--- src/rtl/mem_if_pkg.sv ---
// Shared constants and state encoding for the cache/memory arbitration path.
package mem_if_pkg;
  localparam int LINE_W = 256;
  localparam int ADDR_W = 32;

  typedef enum logic [1:0] {IDLE, MEM, DONE} state_e;

  localparam logic PORT_I = 1'b0;
  localparam logic PORT_D = 1'b1;
endpackage

--- src/rtl/rr_arbiter2.sv ---
// Two-way pick: round-robin on ties (RR_EN=1) or fixed priority to port 1.
module rr_arbiter2 #(
  parameter bit RR_EN = 1'b1
) (
  input  logic       clk_i,
  input  logic       rst_i,
  input  logic [1:0] req,
  input  logic       take,
  output logic       win,
  output logic       valid
);
  logic last_q;

  always_comb begin
    valid = |req;
    if (&req) win = RR_EN ? ~last_q : 1'b1;
    else      win = req[1];
  end

  // Starts at 1 so port 0 takes the first tie.
  always_ff @(posedge clk_i or posedge rst_i) begin
    if (rst_i)     last_q <= 1'b1;
    else if (take) last_q <= win;
  end
endmodule

--- src/rtl/mem_arbiter.sv ---
// Shares one line-wide memory port between icache (port 0) and dcache (port 1);
// one transaction at a time: IDLE -> MEM (until ack or timeout) -> DONE.
module mem_arbiter #(
  parameter int LINE_W  = mem_if_pkg::LINE_W,
  parameter int ADDR_W  = mem_if_pkg::ADDR_W,
  parameter int TIMEOUT = 64,
  parameter bit RR_EN   = 1'b1
) (
  input  logic              clk_i,
  input  logic              rst_i,
  input  logic              p0_enable_i,
  input  logic              p0_write_i,
  input  logic [ADDR_W-1:0] p0_addr_i,
  input  logic [LINE_W-1:0] p0_data_i,
  output logic [LINE_W-1:0] p0_data_o,
  output logic              p0_ack_o,
  input  logic              p1_enable_i,
  input  logic              p1_write_i,
  input  logic [ADDR_W-1:0] p1_addr_i,
  input  logic [LINE_W-1:0] p1_data_i,
  output logic [LINE_W-1:0] p1_data_o,
  output logic              p1_ack_o,
  output logic              mem_enable_o,
  output logic              mem_write_o,
  output logic [ADDR_W-1:0] mem_addr_o,
  output logic [LINE_W-1:0] mem_data_o,
  input  logic [LINE_W-1:0] mem_data_i,
  input  logic              mem_ack_i,
  output logic              grant_o,
  output logic              busy_o,
  output logic              timeout_o
);
  import mem_if_pkg::state_e;
  import mem_if_pkg::IDLE;
  import mem_if_pkg::MEM;
  import mem_if_pkg::DONE;
  import mem_if_pkg::PORT_I;
  import mem_if_pkg::PORT_D;

  localparam int               CNT_W   = $clog2(TIMEOUT + 1);
  localparam logic [CNT_W-1:0] CNT_MAX = CNT_W'(TIMEOUT - 1);

  state_e           state_q, state_d;
  logic [CNT_W-1:0] cnt_q;
  logic             win, req_any, take;

  assign take = (state_q == IDLE) && req_any;

  rr_arbiter2 #(.RR_EN(RR_EN)) u_arb (
    .clk_i (clk_i),
    .rst_i (rst_i),
    .req   ({p1_enable_i, p0_enable_i}),
    .take  (take),
    .win   (win),
    .valid (req_any)
  );

  always_ff @(posedge clk_i or posedge rst_i) begin
    if (rst_i) state_q <= IDLE;
    else       state_q <= state_d;
  end

  always_comb begin
    state_d = state_q;
    case (state_q)
      IDLE:    if (req_any) state_d = MEM;
      MEM:     if (mem_ack_i || cnt_q == CNT_MAX) state_d = DONE;
      DONE:    state_d = IDLE;
      default: state_d = IDLE;
    endcase
  end

  always_comb begin
    mem_enable_o = (state_q == MEM);
    busy_o       = (state_q != IDLE);
    p0_ack_o     = (state_q == DONE) && (grant_o == PORT_I);
    p1_ack_o     = (state_q == DONE) && (grant_o == PORT_D);
  end

  // Command is latched once at grant; requester inputs are ignored until IDLE.
  always_ff @(posedge clk_i or posedge rst_i) begin
    if (rst_i) begin
      grant_o     <= 1'b0;
      mem_write_o <= 1'b0;
      mem_addr_o  <= '0;
      mem_data_o  <= '0;
      cnt_q       <= '0;
      timeout_o   <= 1'b0;
      p0_data_o   <= '0;
      p1_data_o   <= '0;
    end else begin
      if (take) begin
        grant_o     <= win;
        mem_write_o <= win ? p1_write_i : p0_write_i;
        mem_addr_o  <= win ? p1_addr_i  : p0_addr_i;
        mem_data_o  <= win ? p1_data_i  : p0_data_i;
      end
      if (state_q == MEM) begin
        if (mem_ack_i) begin
          cnt_q <= '0;
          if (!mem_write_o) begin
            if (grant_o == PORT_D) p1_data_o <= mem_data_i;
            else                   p0_data_o <= mem_data_i;
          end
        end else if (cnt_q == CNT_MAX) begin
          cnt_q     <= '0;
          timeout_o <= 1'b1;
        end else begin
          cnt_q <= cnt_q + CNT_W'(1);
        end
      end
    end
  end
endmodule

--- config.mk ---
export PLATFORM = sky130hd
export DESIGN_NAME = mem_arbiter
export DESIGN_NICKNAME = d
export VERILOG_FILES = /design/src/rtl/mem_if_pkg.sv /design/src/rtl/rr_arbiter2.sv /design/src/rtl/mem_arbiter.sv
export SDC_FILE = /design/constraint.sdc
export NUM_CORES = 2
export LEC_CHECK = 0
export CAP_MARGIN = 20
export CORE_AREA = 3 3 632 634
export DETAILED_ROUTE_END_ITERATION = 6
export DIE_AREA = 0 0 635 637
export GPL_ROUTABILITY_DRIVEN = 0
export SLEW_MARGIN = 15
export SYNTH_ARGS = -nofsm -noshare
export SYNTH_HDL_FRONTEND = slang
export SYNTH_SLANG_ARGS = --single-unit
--- constraint.sdc ---
create_clock -name clk_i -period 69.8 [get_ports clk_i]
set_input_delay 17.45 -clock clk_i [delete_from_list [all_inputs] [get_ports clk_i]]
set_output_delay 17.45 -clock clk_i [all_outputs]
set_load 0.005 [all_outputs]
==> metrics.cfg <==
[timing]
drv_slew=0
max_freq_mhz=46.45
final-setup-viol-count=0
tns_ns=0
hold_viol=0
fin_skew_ns=0.08768
layout_min_cycle_time_ns=21.53
fin_crit_sh=0.3084
layout_setup_ws_ns=48.27
rsz0062_at_grt=no
max_slew_margin=0.2593
whs_ns=0.4688
worstMarginPinSlew_ns=1.111

[clock_network]
cts-root-buf=clkbuf_16
htreeDepth=3
clock_latency_ns=0.83
ctsHoldBuffers=0
cts_tree=built
post_cts_buffers=0
cts_buffers=104
ctsResizeCount=0
clock_path_buffers=4
clock-sinks=813
path_clk_slew_ns=0.06

[drt]
totalWireLength_um=288400
drt_iter0_drc=1500
via_per_inst=2.957
drc=0
ant_nets=0
via_count=26990
firstDrtPassIters=5
wl_per_cell_um=31.60

[cells_and_area]
final_util=0.1518
num-fill-cells=43920
syn_to_final_growth_pct=77.04
nets=4572
multiInputGateArea_um2=12610
drive_gt1_frac=0.3395
ff_latch_area_um2=20350

[yosys]
synth_top_area_frac=0.6002
synthCells=2072
ys_seq_elements=813
syn-num-nets=2912
synth_area_leaders=dfrtp_1, mux2_2, buf_6
synth_edf_count=0
syn_area_um2=33850
yosys-top-cells-count=mux2_2, dfrtp_1, buf_2
yosysMostFrequentCell=mux2_2
yosysTopAreaCell=dfrtp_1
synth.distinct_cells=31
yosysWarnings=0
ys.flop_type=dfrtp_1
synth_seq_area_share=0.6010
syn_avg_cell_area_um2=16.34
synth-async-reset-ratio=1.000

[critical_path]
crit_path_max_incr_delay_ns=0.79
startpoint_type=primary input
critPathCaptureType=flip-flop
crit_chain=clkdlybuf4s50_1, a21boi_4, buf_4, buf_4, buf_4, buf_12, mux2_2, mux2_2
crit_top_cell=buf_4
critPathTopFamily=buffers and inverters
slowest_stage=buf_4
path_class=in -> reg
worst-path-max-fanout=110
required_ns=70.49
critPathArrivalTime_ns=22.21
path_buf_inv=5

[grt]
antenna_found_initial=287
grt_overflow=0
grt_usage=0.1375
grt_max_degree=158
grt_pass1_vias=28150
grt_pass1_wl_um=353600

[floorplanning]
start_util=0.08574
die_width_um=635
core_area_um2=394800
pin_count=1646
dieArea_um2=404500
die_h_um=637
rows=231

[flow_run]
drv_cap=0

[placement]
pre_cts_ws_ns=47.53
dpl.hpwl_um=255300
numPortBuffers=1645

[power]
peakVddDrop_mv=0.02758
p_int_mw=1.724
p_leak_nw=22.48
switching_share=0.3374
switchingPower_mw=0.8779
power_density_nw_per_um2=43.42
clkPwrFrac=0.213
seqPwrFrac=0.329
combPwrFrac=0.457

[worst_hold_path]
worstHoldPathType=reg -> reg

[status]
status=completed

-- cell families (layout without fill, tap and decap cells) --
logic type                 after synthesis  after routing  share of synthesized area
adders and majority gates                1              1                  0.0003695
other                                    0             76                          0
muxes                                 1092           1092                     0.3632
and+or+nand+nor                         27             27                   0.005286
DFF                                    813            813                     0.6010
buffers and inverters                  123           1860                    0.02698
AOI/OAI and AO/OA                       16             16                   0.003104
-- power by group through the flow --
stage          registers (mW)  logic (mW)  clock network, mW
2_1_floorplan           0.852       0.368                  0
3_3_place_gp            0.851        1.21                  0
3_5_place_dp            0.860        1.22                  0
4_1_cts                 0.857        1.22              0.579
5_1_grt                 0.885        1.26              0.595
6_report                0.857        1.19              0.555
-- per-stage QoR --
step | area (µm²) | cells | power [mW]
floorplan | 33850 | 2072 | 1.220
CTS | 59720 | 9050 | 2.660
global route | 59830 | 9085 | 2.739
detailed placement | 56250 | 8867 | 2.076
global placement | 56250 | 8867 | 2.060
finish | 59930 | 9127 | 2.602
-- layout make-up --
class / count / area share
Sequential cell: 813 / 0.3395
Timing Repair Buffer: 1675 / 0.2795
Multi-Input combinational cell: 1136 / 0.2104
Tap cell: 5242 / 0.1094
Clock buffer: 149 / 0.05098
Clock inverter: 34 / 0.006806
Antenna cell: 76 / 0.003173
Inverter: 2 / 0.0002505
-- metal layers --
layer,track usage,vias up,part of all wire
met5,0,-,0.0031
met4,0.05205,132,0.049
met3,0.09472,759,0.15
met2,0.2344,1667,0.48
met1,0.1287,13550,0.33
li1,-,10880,-
-- registers in the layout (all words and copies together) (netlist names) --
register      cells
cnt_q             7
mem_data_o      256
grant_o           1
mem_addr_o       32
u_arb.last_q      1
state_q           2
mem_write_o       1
p0_data_o       256
timeout_o         1
p1_data_o       256
-- worst register-to-register path: cells and delay by family (launching register included) --
family | cells | cell delay, ns
buffers and inverters | 4 | 2.85
muxes | 2 | 1.10
DFF | 1 | 0.38
AOI/OAI and AO/OA | 1 | 0.13
-- final timing paths --
path | end | from | cells past startpoint | slack, ns
min | timeout_o$_DFFE_PP0P_ | timeout_o$_DFFE_PP0P_ | 1 | 0.47
max in group asynchronous | p1_data_o[47]$_DFFE_PP0P_ | rst_i | 6 | 48.77
max reg2reg | mem_data_o[103]$_DFFE_PP0P_ | u_arb.last_q$_DFFE_PP1P_ | 7 | 65.18
min in group asynchronous | mem_addr_o[24]$_DFFE_PP0P_ | rst_i | 2 | 17.26
max | mem_data_o[103]$_DFFE_PP0P_ | p0_enable_i | 8 | 48.27
min reg2reg | timeout_o$_DFFE_PP0P_ | timeout_o$_DFFE_PP0P_ | 1 | 0.47
-- placed cells by master (no fill, tap or decap), types with 2 or more instances in the layout --
cell type	count
o21ai_0	5
o31ai_1	2
o211ai_1	2
nand3_1	2
clkbuf_8	22
nor2_1	3
clkinv_2	11
clkbuf_1	20
nand2_1	9
clkbuf_16	107
o21bai_1	2
buf_4	26
diode_2	76
inv_6	2
nor3b_1	2
clkinvlp_4	7
buf_12	3
mux2_2	1092
dfrtp_1	812
clkdlybuf4s50_1	1645
bufinv_16	7
clkinv_4	6
No activity file was read; power rests on OpenSTA's default activity.
